<file path="config.mk">
export PLATFORM = sky130hd
export DESIGN_NAME = chip8_mem_arbiter
export DESIGN_NICKNAME = d
export VERILOG_FILES = /design/src/rtl/chip8_pkg.sv /design/src/rtl/chip8_rr_pick.sv /design/src/rtl/chip8_mem_arbiter.sv
export SDC_FILE = /design/constraint.sdc
export NUM_CORES = 1
export LEC_CHECK = 0
export CAP_MARGIN = 20
export CORE_ASPECT_RATIO = 0.7
export CORE_MARGIN = 8
export CORE_UTILIZATION = 42
export CTS_BUF_LIST = sky130_fd_sc_hd__clkbuf_16
export CTS_CLUSTER_DIAMETER = 100
export DETAILED_ROUTE_END_ITERATION = 16
export GPL_ROUTABILITY_DRIVEN = 0
export PLACE_DENSITY = 0.89
export SYNTH_ARGS = -nofsm -noshare
export SYNTH_HDL_FRONTEND = slang
export SYNTH_SLANG_ARGS = --single-unit
</file>
<file path="constraint.sdc">
create_clock -name clk -period 4.39 [get_ports clk]
set_clock_uncertainty 0.15 [all_clocks]
set_input_delay 1.317 -clock clk [delete_from_list [all_inputs] [get_ports clk]]
set_output_delay 1.317 -clock clk [all_outputs]
set_load 0.02 [all_outputs]
</file>
<file path="src/rtl/chip8_pkg.sv">
// chip8_pkg
// Shared definitions for the CHIP-8 memory subsystem.
//   - Requester ids (CPU, sprite draw engine, ROM/font loader) and their count.
//   - Arbiter state encoding.
//   - Small helpers for requester-id arithmetic and burst counting.
package chip8_pkg;

  localparam int NUM_REQ = 3;
  localparam int ID_W    = 2;
  localparam int BURST_W = 8;

  typedef logic [ID_W-1:0] req_id_t;

  localparam req_id_t REQ_CPU  = 2'd0;
  localparam req_id_t REQ_DRAW = 2'd1;
  localparam req_id_t REQ_LOAD = 2'd2;

  typedef enum logic {
    ARB_IDLE   = 1'b0,
    ARB_LOCKED = 1'b1
  } arb_state_t;

  // Cyclic successor 0 -> 1 -> 2 -> 0; an out-of-range id folds back to CPU.
  function automatic req_id_t next_ptr(input req_id_t id);
    return (id >= REQ_LOAD) ? REQ_CPU : req_id_t'(id + 2'd1);
  endfunction

  function automatic logic [NUM_REQ-1:0] id_onehot(input req_id_t id);
    logic [NUM_REQ-1:0] oh;
    oh = '0;
    if (id <= REQ_LOAD) oh[id] = 1'b1;
    return oh;
  endfunction

  function automatic req_id_t onehot_id(input logic [NUM_REQ-1:0] oh);
    req_id_t id;
    case (oh)
      3'b010:  id = REQ_DRAW;
      3'b100:  id = REQ_LOAD;
      default: id = REQ_CPU;
    endcase
    return id;
  endfunction

  function automatic logic [BURST_W-1:0] burst_sat_inc(input logic [BURST_W-1:0] c);
    return (c == {BURST_W{1'b1}}) ? c : c + 1'b1;
  endfunction

endpackage

</file>
<file path="src/rtl/chip8_rr_pick.sv">
// chip8_rr_pick
// Combinational round-robin selector: grants the first asserted request at or
// after ptr, scanning cyclically over the requesters.
// Ports:
//   req  in  NUM_REQ  request vector
//   ptr  in  ID_W     id with highest priority this cycle
//   gnt  out NUM_REQ  one-hot grant (all zero when no request)
module chip8_rr_pick
  import chip8_pkg::*;
(
  input  logic [NUM_REQ-1:0] req,
  input  logic [ID_W-1:0]    ptr,
  output logic [NUM_REQ-1:0] gnt
);

  req_id_t idx;
  logic    found;

  always_comb begin
    gnt   = '0;
    found = 1'b0;
    idx   = (ptr > REQ_LOAD) ? REQ_CPU : ptr;
    for (int k = 0; k < NUM_REQ; k++) begin
      if (!found && req[idx]) begin
        gnt[idx] = 1'b1;
        found    = 1'b1;
      end
      idx = next_ptr(idx);
    end
  end

endmodule

</file>
<file path="src/rtl/chip8_mem_arbiter.sv">
// chip8_mem_arbiter
// Shares the single-port CHIP-8 RAM between the CPU (id 0), the sprite draw
// engine (id 1) and the ROM/font loader (id 2). One access per cycle,
// round-robin among requesters, with locked bursts that are bounded by
// MAX_BURST whenever someone else is waiting. Read data is returned two cycles
// after the grant, tagged to the issuing requester.
// Ports:
//   clk, reset (async, active-low)
//   req_i/lock_i/we_i   in  [2:0]           per-requester request, lock, write
//   addr_i              in  [3*ADDR_W-1:0]  requester i at [i*ADDR_W +: ADDR_W]
//   wdata_i             in  [3*DATA_W-1:0]  requester i at [i*DATA_W +: DATA_W]
//   gnt_i               out [2:0]           combinational grant
//   rvalid_i            out [2:0]           read data valid for requester i
//   rdata               out DATA_W          shared read data
//   mem_addr/mem_we/mem_wdata out           registered RAM command
//   mem_rdata           in  DATA_W          RAM read data (one cycle after address)
module chip8_mem_arbiter
  import chip8_pkg::*;
#(
  parameter int ADDR_W    = 12,
  parameter int DATA_W    = 8,
  parameter int MAX_BURST = 16
) (
  input  logic                      clk,
  input  logic                      reset,
  input  logic [NUM_REQ-1:0]        req_i,
  input  logic [NUM_REQ-1:0]        lock_i,
  input  logic [NUM_REQ-1:0]        we_i,
  input  logic [NUM_REQ*ADDR_W-1:0] addr_i,
  input  logic [NUM_REQ*DATA_W-1:0] wdata_i,
  output logic [NUM_REQ-1:0]        gnt_i,
  output logic [NUM_REQ-1:0]        rvalid_i,
  output logic [DATA_W-1:0]         rdata,
  output logic [ADDR_W-1:0]         mem_addr,
  output logic                      mem_we,
  output logic [DATA_W-1:0]         mem_wdata,
  input  logic [DATA_W-1:0]         mem_rdata
);

  localparam logic [BURST_W-1:0] BURST_LIM = BURST_W'(MAX_BURST);

  arb_state_t          state_q, state_d;
  req_id_t             owner_q, owner_d;
  req_id_t             rr_ptr_q, rr_ptr_d;
  logic [BURST_W-1:0]  burst_q, burst_d;
  logic [NUM_REQ-1:0]  pick;
  logic [NUM_REQ-1:0]  contend;
  req_id_t             pick_id;

  logic [ADDR_W-1:0]   addr_sel;
  logic [DATA_W-1:0]   wdata_sel;
  logic                we_sel;

  logic                vld_p0, vld_p1, vld_p2;
  req_id_t             id_p0, id_p1, id_p2;

  chip8_rr_pick u_pick (
    .req (req_i),
    .ptr (rr_ptr_q),
    .gnt (pick)
  );

  assign pick_id = onehot_id(pick);

  // Lock FSM and grant generation. Round-robin pointer only advances on
  // grants made from ARB_IDLE; locked accesses leave it untouched so the
  // owner does not gain extra priority after its burst.
  always_comb begin
    state_d  = state_q;
    owner_d  = owner_q;
    rr_ptr_d = rr_ptr_q;
    burst_d  = burst_q;
    gnt_i    = '0;
    contend  = req_i & ~id_onehot(owner_q);
    case (state_q)
      ARB_IDLE: begin
        gnt_i = pick;
        if (|pick) begin
          rr_ptr_d = next_ptr(pick_id);
          if (lock_i[pick_id]) begin
            state_d = ARB_LOCKED;
            owner_d = pick_id;
            burst_d = BURST_W'(1);
          end
        end
      end
      ARB_LOCKED: begin
        if ((burst_q == BURST_LIM) && (|contend)) begin
          // Forced release: owner is not served this cycle.
          state_d = ARB_IDLE;
          burst_d = '0;
        end else if (|(req_i & id_onehot(owner_q))) begin
          gnt_i   = id_onehot(owner_q);
          burst_d = burst_sat_inc(burst_q);
          if (!(|(lock_i & id_onehot(owner_q)))) begin
            state_d = ARB_IDLE;
            burst_d = '0;
          end
        end else if (!(|(lock_i & id_onehot(owner_q)))) begin
          state_d = ARB_IDLE;
          burst_d = '0;
        end
      end
      default: state_d = ARB_IDLE;
    endcase
  end

  always_comb begin
    addr_sel  = '0;
    wdata_sel = '0;
    we_sel    = 1'b0;
    for (int k = 0; k < NUM_REQ; k++) begin
      if (gnt_i[k]) begin
        addr_sel  = addr_i[k*ADDR_W +: ADDR_W];
        wdata_sel = wdata_i[k*DATA_W +: DATA_W];
        we_sel    = we_i[k];
      end
    end
  end

  assign vld_p0 = (|gnt_i) & ~we_sel;
  assign id_p0  = onehot_id(gnt_i);

  always_ff @(posedge clk or negedge reset) begin
    if (!reset) begin
      state_q  <= ARB_IDLE;
      owner_q  <= REQ_CPU;
      rr_ptr_q <= REQ_CPU;
      burst_q  <= '0;
    end else begin
      state_q  <= state_d;
      owner_q  <= owner_d;
      rr_ptr_q <= rr_ptr_d;
      burst_q  <= burst_d;
    end
  end

  // Stage p0 -> p1: granted access drives the RAM; read tag enters pipeline.
  always_ff @(posedge clk or negedge reset) begin
    if (!reset) begin
      mem_addr  <= '0;
      mem_we    <= 1'b0;
      mem_wdata <= '0;
      vld_p1    <= 1'b0;
      id_p1     <= REQ_CPU;
    end else begin
      if (|gnt_i) begin
        mem_addr  <= addr_sel;
        mem_we    <= we_sel;
        mem_wdata <= wdata_sel;
      end else begin
        mem_we    <= 1'b0;
      end
      vld_p1 <= vld_p0;
      id_p1  <= id_p0;
    end
  end

  // Stage p1 -> p2: RAM samples the address; its output is valid during p2.
  always_ff @(posedge clk or negedge reset) begin
    if (!reset) begin
      vld_p2 <= 1'b0;
      id_p2  <= REQ_CPU;
    end else begin
      vld_p2 <= vld_p1;
      id_p2  <= id_p1;
    end
  end

  assign rvalid_i = vld_p2 ? id_onehot(id_p2) : '0;
  assign rdata    = vld_p2 ? mem_rdata : '0;

endmodule

</file>
== Word level (Yosys, flattened, before mapping) ==
Index checks and enable logic that the tools add are counted.

* Register bits: 40
* Output and inout port bits: 35
* Logic and storage cells: 140

* $add $sub $neg: 4
* Magnitude comparators: 17
* Equality and inequality tests: 10
* Multiplexer cells: 69
* Bitwise gates (word level): 10
* Reduce and logical (&&, ||, !) cells: 19

{| class="wikitable"
|+ Operators with widths
! cell !! count
|-
| $mux W8 || 11
|-
| $mux W3 || 16
|-
| $mux W12 || 3
|-
| $mux W1 || 21
|-
| $lt A2 B3 Y1 const B || 6
|-
| $reduce_or A3 Y1 || 6
|-
| $pmux W8 S2 || 1
|-
| $and A3 B3 Y3 || 4
|-
| $demux W1 S2 || 5
|-
| $ge A2 B1 Y1 const B || 5
|-
| $add A8 B1 Y8 const B || 1
|-
| $bmux W1 S2 || 4
|-
| $eq A8 B5 Y1 const B || 1
|-
| $eq A8 B8 Y1 const B || 1
|-
| $logic_and A1 B1 Y1 || 8
|-
| $mux W2 || 4
|-
| $pmux W2 S2 || 2
|-
| $add A2 B1 Y2 const B || 3
|-
| $eq A3 B2 Y1 const B || 2
|-
| $eq A3 B3 Y1 const B || 2
|-
| $ge A2 B2 Y1 const B || 3
|-
| $or A3 B3 Y3 || 2
|-
| $pmux W3 S2 || 1
|-
| $ne A5 B5 Y1 const B || 1
|-
| other kinds (12) || 16
|}

== Logic depth before layout (Yosys ltp) ==
* Depth in word-level cells: 22
* Depth in mapped cells: 10

== Hierarchy ==
From an unflattened synthesis, not the netlist that was laid out.

* Cells, all modules: 267
* Area total of the unflattened synthesis: 2658.8 um2

{| class="wikitable"
|+ Modules (own cells, without submodules)
! module !! times used !! cells an instance !! area an instance (um2) !! seq. area each (um2)
|-
| chip8_mem_arbiter || 1 || 235 || 2384.8 || 1001.0
|-
| chip8_rr_pick || 1 || 32 || 274.0 || 0.0
|}

== Least setup slack after synthesis ==
Ideal clock, no wire load.

* Path kind: input to output
* Start point: input req_i[2]
* End point: output gnt_i[0]
* Arrival: 2.701 ns
* Required time: 2.923 ns
* Slack: 0.222 ns
* Stages on the path: 6
* Buffers on the path: 1
* Cells stage by stage: buf_2 > mux2_2 > nor3b_2 > a2bb2oi_2 > o211ai_1 > o21ai_1

* Cells in the longest elaborated chain, start to end: 10

{| class="wikitable"
|+ Ends and longest elaborated chain
! element !! RTL line !! RTL
|-
| from (decl) || chip8_mem_arbiter.sv:26 || <nowiki>input logic [NUM_REQ-1:0] req_i,</nowiki>
|-
| $bmux W1 S2 || chip8_rr_pick.sv:24 || <nowiki>if (!found && req[idx]) begin</nowiki>
|-
| $mux W1 (implied by the code) || chip8_rr_pick.sv:24 ||
|-
| $mux W1 || chip8_rr_pick.sv:24 ||
|-
| $logic_not A1 Y1 || chip8_rr_pick.sv:24 ||
|-
| $logic_and A1 B1 Y1 || chip8_rr_pick.sv:24 ||
|-
| $mux W1 || chip8_rr_pick.sv:24 ||
|-
| $logic_not A1 Y1 || chip8_rr_pick.sv:24 ||
|-
| $logic_and A1 B1 Y1 || chip8_rr_pick.sv:24 ||
|-
| $mux W3 || chip8_rr_pick.sv:24 ||
|-
| $pmux W3 S2 * || chip8_mem_arbiter.sv:75 || <nowiki>case (state_q)</nowiki>
|-
| to (decl) || chip8_mem_arbiter.sv:31 || <nowiki>output logic [NUM_REQ-1:0] gnt_i,</nowiki>
|}

Mark *: on every way between the ends. The rest lies on a longest branch, timed or not. The select of a mux whose other input is x is not followed.

== Final worst setup path ==
* Start point: input req_i[2]
* End point: output gnt_i[1]

Same word-level chain as after synthesis.

==> results.md <==
* CTS sink cnt at 40
* Detailed placement HPWL at 6820 µm
* Die Height at 80.2 µm
* Congestion Overflow GR at 0
* Final Setup Violations at 0
* Maximum number of pins on one net before global-route repair at a little over 40
* Number of clock buffers inserted by TritonCTS at 5
* Hold-critical path depth at 0
* Clock period minus worst slack at 4.30 ns
* Post-detailed-route wirelength per cell at 18.5 µm
* Number of iterations in the first detailed-routing pass at 4
* Worst Path Arrival at 2.83 ns
* Internal power summed over all cells at between 0.0015 and 0.002 W
* Post-synthesis cell count at 261
* Least-Margin Pin Slew at 0.856 ns
* Number of antenna-violating nets in the routed design at 0
* Max stage delay cell, worst path: sky130_fd_sc_hd__dlygate4sd2_1
* Fraction of registers with async set or reset after synthesis at 100%
* Number of levels the H-tree was split into at 2
* Post-synth EDFFs at 0
* Prevailing post-synth register cell: sky130_fd_sc_hd__dfrtp_1
* Relative contribution of combinational cells to total power at 68.8%
* Count of yosys warnings during synthesis at 0
* Normalized max-slew margin at 43.0%
* Share of the clock period used by the worst path at 97.9%
* GRT Util Overall at 19.2%
* Area of the core at between 5000 and 6000 µm²
* Post-synth top cells: sky130_fd_sc_hd__dfrtp_1, sky130_fd_sc_hd__a21oi_1, sky130_fd_sc_hd__a22oi_1, sky130_fd_sc_hd__o22ai_1, sky130_fd_sc_hd__nand2_1
* Clock group share of total power at between 10% and 20%
* Antenna violations before repair at 0
* Most area-consuming cells after synthesis: sky130_fd_sc_hd__dfrtp_1, sky130_fd_sc_hd__a21oi_1, sky130_fd_sc_hd__a22oi_1
* Antenna Cells at 0
* Buf/Inv on CP at 3
* Peak supply drop at 0.000380 V
* Filler-free cell count of the finished design at between 400 and 500
* Sum of routed wire length over all layers at about 8800 µm
* Root Buffer: sky130_fd_sc_hd__clkbuf_16
* Portion of total power attributed to sequential cells at approximately 20%
* I/O pin count at 114
* Least setup slack across all paths after layout at 0.0941 ns
* Number of I/O port buffers at between 100 and 150
* Initial Utilization at 43.3%
* Non-Filler Cell Area, Final at 3990 µm²
* Mapped Area at 2470 µm²
* Area after detailed placement at 3850 µm²
* Post-synth top area share at approximately 41%
* Number of flip-flops and latches in the synthesized netlist at 40
* Layout cells sized above 1 at 14.6%
* Syn_nets at 346
* Clock latency of the later-clocked register in the worst-skew pair at about 0.28 ns
* DRC errors left at 0
* Static leakage power at 1.68 nW
* Avg Cell Area, Syn at 9.46 µm²
* Worst Reg2Reg Path Length in Cells at 10
* RSZ-0062 raised after global routing: false
* Ordered list of cells on the worst path: dlygate4sd2_1 > buf_6 > mux2i_1 > a211oi_2 > a21oi_2 > nand2_1 > o22ai_2 > buf_2
* Area growth syn-to-layout at 61.3%
* Sum of negative setup slack at 0 ns
* Crit-path max cell delay at 0.27 ns
* 1st-iter DRT viols at 206
* Maximum capacitance violations at 0
* Finished Core Util at 69.9%
* Hold/Removal Path Class: flip-flop to flip-flop
* Total via count after detailed routing at 2713
* Crit Path Class: input port to primary output
* Req. time, crit path at 2.92 ns
* Highest achievable clock rate at 0.233 GHz
* Critical path startpoint category: input port
* Worst-path clk slew at 0.06 ns
* Crit path depth at 8
* Floorplan row count at 23
* Crit end category: primary output
* Layout net count at approximately 480
* DIE WIDTH at 108 µm
* Crit path max fanout at 5
* Number of buffers added to fix hold violations after cts at 0
* Library cell occupying the most area in the post-synthesis netlist: sky130_fd_sc_hd__dfrtp_1
* Cell family contributing the most delay on the critical path: buffers and inverters
* Via count of the first global-routing pass at 2586
* Floorplan die area at 8630 µm²
* Library cell with the highest instance count after synthesis: sky130_fd_sc_hd__dfrtp_1
* Clock tree from TritonCTS: yes
* Setup WS pre-CTS at -0.611 ns
* Placed cell count at 465
* Number of hold violations in the final report at 0
* Pwr per Cell Area at 800 nW/µm²
* Post-synthesis cell type count at between 50 and 60
* Switching Fraction at 46.0%
* Outcome: finished clean
* Reported net switching power at 0.00147 W
* Count of pins over their slew limit at 0
* Average via count per standard cell at ~5.7
* Share of the yosys chip area belonging to registers at 40.5%
* First-pass GRT wire length at about 13000 µm
* Longest Clk Path Bufs at 2
* # fillers at 418
[layout by cell type, fill, tap and decap left out, types with 4 or more instances in the layout]
cell / instances
sky130_fd_sc_hd__a22oi_1: 21
sky130_fd_sc_hd__and2_1: 8
sky130_fd_sc_hd__ha_1: 6
sky130_fd_sc_hd__clkdlybuf4s50_1: 106
sky130_fd_sc_hd__or3_1: 4
sky130_fd_sc_hd__nor2_1: 12
sky130_fd_sc_hd__mux2i_1: 6
sky130_fd_sc_hd__o21ai_0: 5
sky130_fd_sc_hd__nand2b_1: 4
sky130_fd_sc_hd__a31oi_1: 6
sky130_fd_sc_hd__o22ai_1: 20
sky130_fd_sc_hd__o21ai_1: 4
sky130_fd_sc_hd__and3_1: 5
sky130_fd_sc_hd__clkbuf_16: 5
sky130_fd_sc_hd__inv_1: 10
sky130_fd_sc_hd__buf_4: 31
sky130_fd_sc_hd__nand2_1: 13
sky130_fd_sc_hd__a21oi_1: 32
sky130_fd_sc_hd__dfrtp_1: 40
[routing by layer]
| layer | global-route usage, % | share of wire, % | up-vias |
|---|---|---|---|
| met2 | 31.2 | 47 | 136 |
| li1 | - | - | 1266 |
| met1 | 24.8 | 42 | 1301 |
| met3 | 5.52 | 9.2 | 10 |
| met4 | 4.14 | 0.99 | 0 |
| met5 | 0 | 0 | - |
[flip-flops by register name, indices dropped and copies added, names as in the netlist]
signal     flops
state_q        1
mem_wdata      8
vld_p1         1
id_p1          2
mem_we         1
mem_addr      12
owner_q        2
burst_q        8
id_p2          2
rr_ptr_q       2
vld_p2         1
[layout make-up]
cell class	instances	area [µm²]	share of cell area, %
Multi-Input combinational cell	196	1370	34.4
Timing Repair Buffer	144	1340	33.6
Sequential cell	40	1000	25.1
Clock buffer	5	125	3.14
Tap cell	75	93.8	2.35
Inverter	11	41.3	1.04
Clock inverter	2	12.5	0.314
[power by group through the flow]
stage / Clock, W / Sequential [W] / Combinational, W
CTS: 0.000350 / 0.000647 / 0.00218
global placement: 0 / 0.000638 / 0.00211
floorplan: 0 / 0.000736 / 0.00124
detailed placement: 0 / 0.000654 / 0.00217
global route: 0.000371 / 0.000669 / 0.00237
finish: 0.000347 / 0.000649 / 0.00219
[what timing repair did]
action | CTS | global route
pin swaps | 2 | 1
resized for setup | 18 | 5
setup buffers | 1 | 0
setup endpoints to repair | 3 | 2
[cells by family (layout without fill, tap and decap cells)]
logic type / count (synthesis) / in the layout / share of synthesized area (%)
AO/OA/AOI/OAI: 113 / 113 / 32.4
XOR/XNOR: 2 / 2 / 0.709
adder cells (fa/ha/maj): 6 / 6 / 3.04
buffers and inverters: 25 / 162 / 4.41
flip-flops: 40 / 40 / 40.5
multiplexers: 10 / 10 / 4.20
AND/OR/NAND/NOR: 65 / 65 / 14.7
[path summary, 6_finish.rpt]
kind / slack, ns / end / startpoint
hold / removal: 0.20 / id_p2[1]$_DFF_PN0_ / id_p1[1]$_DFF_PN0_
setup / recovery: 0.09 / gnt_i[1] / req_i[2]
setup reg to reg: 1.29 / owner_q[1]$_DFFE_PN0P_ / rr_ptr_q[1]$_DFFE_PN0P_
min in group asynchronous: 0.99 / rr_ptr_q[0]$_DFFE_PN0P_ / reset
hold reg to reg: 0.20 / id_p2[1]$_DFF_PN0_ / id_p1[1]$_DFF_PN0_
max in group asynchronous: 2.56 / owner_q[1]$_DFFE_PN0P_ / reset
[stage by stage]
step	power, W	hold WS (ns)
after detailed placement	0.00282	0.189
after global placement	0.00275	0.187
after CTS	0.00318	0.202
after floorplan	0.00198	0.181
final	0.00319	0.203
after global routing	0.00341	0.204
No activity file was read; power rests on OpenSTA's default activity.
==> edit 1, RTL diff (same flow settings) <==
Change the parameter `DATA_W` from 8 to 12.
--- a/src/rtl/chip8_mem_arbiter.sv
+++ b/src/rtl/chip8_mem_arbiter.sv
@@ -20,3 +20,3 @@
   parameter int ADDR_W    = 12,
-  parameter int DATA_W    = 8,
+  parameter int DATA_W    = 12,
   parameter int MAX_BURST = 16
Ports: changed (resized mem_rdata, mem_wdata, rdata and wdata_i); port bits go from 114 to 138. No check against the original RTL was run, so the function may have changed too.
==> edit 1 against the original RTL <==
  * Sequential cell count grew 4
  * Global-route usage grew 0.29 points
  * Design area grew 21%
  * Worst hold slack lost 0.0033 ns
  * Total power grew 9.6%
  * Synthesized area grew 25%
  * Critical path depth grew 1
  * First-iteration DRC count shrank 22%
  * Worst setup slack lost 0.027 ns
  * Via count grew 16%
  * Sequential share of layout area shrank 2.3 points
  * Wire length grew 22%
  * Fmax shrank 0.61%
  * Highest routed layer unchanged
==> edit 1: results (changes against the original RTL) <==
Detailed routing
* **aggregate routed wire length** 10700 um, +22%
* **drt via density** 5.57, -3.0%
* **DRT iter0 DRCs** 160, -22%
* **Routed wire per std cell** 18.9 um, +2.3%
* **Met3 Routed Length** 785 um, -3.0%
* **detailed-route wire length on metal 1** 4320 um, +16%
* **met2 wire length** 5380 um, +30%

Place
* **detailed placement HPWL** 7990 um, +17%
* **post-detailed-placement cell area** 4600 um2, +20%
* **input/output buffers** 137, +21%
* **worst slack after detailed placement** -0.603 ns, +0.00805 ns

GRT
* **met3 Track Usage GR** 4.51%, -1.0 points
* **grt met1 use** 23.3%, -1.6 points
* **GRT Util Overall** 19.5%, +0.29 points
* **via count of the first global-routing pass** 3165, +22%
* **pin count of the biggest net entering global routing** 51, +24%
* **global routing usage on met2** 34.4%, +3.2 points

Critical path
* **CP Max Fanout** 9, +4
* **cell with the largest stage delay on the worst path** o31ai_2
* **Crit path largest cell delay** 0.32 ns, +0.05 ns

Synthesis
* **post-synth cell types** 59, +16%
* **number of standard cells after synthesis** 328, +26%
* **proportion of synthesized chip area in sequential cells** 35.7%, -4.8 points
* **Syn Nets** 429, +24%
* **leading post-synthesis cells by instance count** dfrtp_1, mux2i_1, a31oi_1, o31ai_1, and2_0
* **Yosys warning total** 0, unchanged

Clock network
* **latest clock arrival within the worst-skew pair** 0.29 ns
* **buffers inserted by post-CTS timing repair** 0, -1
* **# clock sinks** 44, +10%

Final layout
* **clock tree cell share of total cell area** 3.56%, +0.10 points
* **multi-input gates** 247, +26%
* **Non-clk invs** 12, +1
* **total of plain and repair buffers excluding clock buffers** 157, +9.0%
* **area taken by flip-flops and latches** 1100 um2, +10%
* **multi-input logic portion of the cell area** 38.5%, +4.0 points
* **fraction of layout cells with a size suffix above 1** 12.2%, -2.4 points
* **Filler Cell Count** 577, +38%

STA
* **headroom to the max-slew limit** 69.4%, +26 points

Status
* **outcome** complete, no violations

Power and ir drop
* **leak pwr** 1.91 nW, +14%
* **total power divided by cell area** 725 nW/um2, -9.4%
* **Peak supply drop** 0.000461 V, +21%

Die
* **number of rows in the core area** 26, +13%

==> edit 1: changes by cell type in the layout (fill, tap and decap cells not counted), sizes merged, moves of 23 or more <==
cell / before / now
clkdlybuf4s50: 106 / 130
o31ai: 1 / 27
a21oi: 34 / 9
mux2i: 7 / 30
and2: 8 / 39
==> edit 1: path summary, 6_finish.rpt <==
check | from | endpoint | slack [ns] | cells after the start
max in group asynchronous | reset | mem_wdata[8]$_DFFE_PN0P_ | 2.85 | 2
min in group asynchronous | reset | owner_q[1]$_DFFE_PN0P_ | 0.76 | 1
setup reg to reg | rr_ptr_q[1]$_DFFE_PN0P_ | owner_q[1]$_DFFE_PN0P_ | 1.37 | 10
setup / recovery | req_i[2] | gnt_i[2] | 0.07 | 9
hold / removal | id_p1[0]$_DFF_PN0_ | id_p2[0]$_DFF_PN0_ | 0.20 | 0
hold reg to reg | id_p1[0]$_DFF_PN0_ | id_p2[0]$_DFF_PN0_ | 0.20 | 0
==> edit 1: kinds of logic (layout without fill, tap and decap cells) <==
logic type / after synthesis / after routing / share of synthesized area (%)
AND/OR/NAND/NOR: 107 / 107 / 20.2
AO/OA/AOI/OAI: 100 / 100 / 24.0
flip-flops: 44 / 44 / 35.7
buffers and inverters: 37 / 177 / 6.62
multiplexers: 32 / 32 / 10.5
adder cells (fa/ha/maj): 6 / 6 / 2.44
XOR/XNOR: 2 / 2 / 0.568
==> edit 1: timing repair <==
item | 4_1_cts | 5_1_grt
resized for setup | 20 | 6
pin swaps | 3 | 2
endpoints found under the setup margin | 3 | 2
endpoints found under the hold margin | 0 | 0
==> edit 1: power by group <==
group / total [mW] / internal (mW) / switching, mW
Sequential: 0.707 / 0.589 / 0.118
Clock: 0.441 / 0.271 / 0.170
Combinational: 2.35 / 1.04 / 1.31
Total: 3.49 / 1.90 / 1.60
==> edit 2, RTL diff (same settings) <==
Made on the original files. Reset style: synchronous (`reset`), changed in 3 clocked blocks. Comments in the files are not updated.
--- a/src/rtl/chip8_mem_arbiter.sv
+++ b/src/rtl/chip8_mem_arbiter.sv
@@ -123,3 +123,3 @@
 
-  always_ff @(posedge clk or negedge reset) begin
+  always_ff @(posedge clk) begin
     if (!reset) begin
@@ -138,3 +138,3 @@
   // Stage p0 -> p1: granted access drives the RAM; read tag enters pipeline.
-  always_ff @(posedge clk or negedge reset) begin
+  always_ff @(posedge clk) begin
     if (!reset) begin
@@ -159,3 +159,3 @@
   // Stage p1 -> p2: RAM samples the address; its output is valid during p2.
-  always_ff @(posedge clk or negedge reset) begin
+  always_ff @(posedge clk) begin
     if (!reset) begin
Check against the original RTL: differs if reset is asserted again (counterexample within 4 cycles, from zero or initial values and one cycle with reset low); with reset held inactive, the same outputs for 10 cycles.
==> edit 2 against the original RTL <==
  * Design area rose by 5.4%
  * Combinational power fell by 13%
  * Sequential power fell by 13%
  * Utilization fell by 6.3 points
  * Worst setup slack got worse by 0.028 ns
  * Count of clock-buffer cells in the layout did not move
  * Largest cell class unchanged
  * Clock power barely moved
  * Sequential cell count did not move
  * Total power fell by 12%
  * Fmax fell by 0.64%
  * Via count rose by 14%
  * Synthesized area rose by 13%
  * Wire length rose by 8.1%
==> edit 2: results (changes against the original RTL) <==
STA
* **worst hold slack** 0.286 ns, +0.0826 ns
* **headroom to the max-slew limit** 55.6%, +13 points

Min path
* **Worst Hold Depth** 1, +1
* **hold wc startpoint** id_p1[1]$_SDFF_PN0_
* **sink of the worst hold path** id_p2[1]$_SDFF_PN0_

Final layout
* **total of plain and repair buffers excluding clock buffers** 136, -5.6%
* **non-clock buffer area fraction after layout** 31.1%, -2.5 points
* **Filler Cell Count** 543, +30%
* **Non-clk invs** 14, +3
* **fraction of layout cells with a size suffix above 1** 15.0%, +0.38 points
* **area taken by flip-flops and latches** 801 um2, -20%
* **Post-layout nets** 533, +10%

GRT
* **via count of the first global-routing pass** 3144, +22%
* **GRT Util Overall** 19.2%, -0.044 points
* **first-pass GRT wire length** 15200 um, +14%

Clock network
* **count of instances resized after the clock tree is built** 16, -2
* **buffers inserted by post-CTS timing repair** 2, +1
* **hold-fix buffer count after cts** 0, unchanged

Detailed routing
* **drt via density** 5.70, -0.70%
* **aggregate routed wire length** 9470 um, +8.1%
* **router iterations before antenna repair** 5, +1
* **DRT iter0 DRCs** 240, +17%

Critical path
* **worst flop-to-flop path endpoint** mem_wdata[0]$_SDFFE_PN0P_
* **R2R Setup Slk** 1.51 ns, +0.22 ns
* **CP Max Fanout** 7, +2
* **worst path arrival time** 2.86 ns, +0.03 ns
* **FF-to-FF Start** rr_ptr_q[1]$_SDFFE_PN0P_
* **Crit path largest cell delay** 0.35 ns, +0.08 ns

Synthesis
* **Synth async-reset ratio** 0%, -100 points
* **top post-synthesis cells by area** dfxtp_1, nor3_1, o41ai_2
* **Syn Nets** 417, +21%
* **proportion of synthesized chip area in sequential cells** 28.6%, -12 points
* **post-synth cell types** 67, +31%

Place
* **worst slack after detailed placement** -0.629 ns, -0.0182 ns
* **detailed placement HPWL** 6990 um, +2.5%

Status
* **outcome** complete, no violations

Power and ir drop
* **Peak supply drop** 0.000376 V, -1.0%

## edit 2: per-layer routing
metal | share of wire, % | vias to the layer above | global-route usage, %
li1 | - | 1464 | -
met1 | 40 | 1450 | 21.1
met2 | 48 | 153 | 34.0
met3 | 9.5 | 20 | 6.66
met4 | 2.0 | 0 | 5.42
met5 | 0 | - | 0
## edit 2: metrics by stage
| step | area, um2 | cells | utilization [%] |
|---|---|---|---|
| finish | 4200 | 542 | 63.6 |
| global route | 4200 | 542 | 63.6 |
| CTS | 4180 | 541 | 63.3 |
| detailed placement | 4020 | 532 | 60.9 |
| global placement | 4020 | 532 | 60.9 |
| floorplan | 2800 | 332 | - |
## edit 2: worst max path at each step
stage / from / end / slack, ns / cells past startpoint
final: req_i[0] / gnt_i[2] / 0.07 / 7
after global routing: req_i[0] / gnt_i[2] / -0.006 / 7
after CTS: req_i[2] / gnt_i[2] / 0.02 / 8
after detailed placement: req_i[2] / gnt_i[0] / -0.63 / 8
after global placement: req_i[0] / gnt_i[0] / -0.58 / 7
after floorplan: req_i[1] / gnt_i[0] / 0.22 / 8
## edit 2: critical path: cells and delay by family
kind	cells	cell delay (ns)
buffers and inverters	3	0.64
AO/OA/AOI/OAI	2	0.46
multiplexers	2	0.44
## edit 2: power breakdown
part | total [mW] | internal [mW] | switching, mW | leakage, nW
clock network | 0.346 | 0.204 | 0.141 | 0.0709
logic | 1.91 | 0.810 | 1.10 | 1.15
registers | 0.564 | 0.478 | 0.0860 | 0.329
## edit 2: cell families after synthesis
group	count (synthesis)	synth area share (%)
simple gates	142	28.0
compound gates	93	28.7
buf+inv	41	8.41
flops	40	28.6
mux	10	3.62
fa+ha+maj	6	2.68
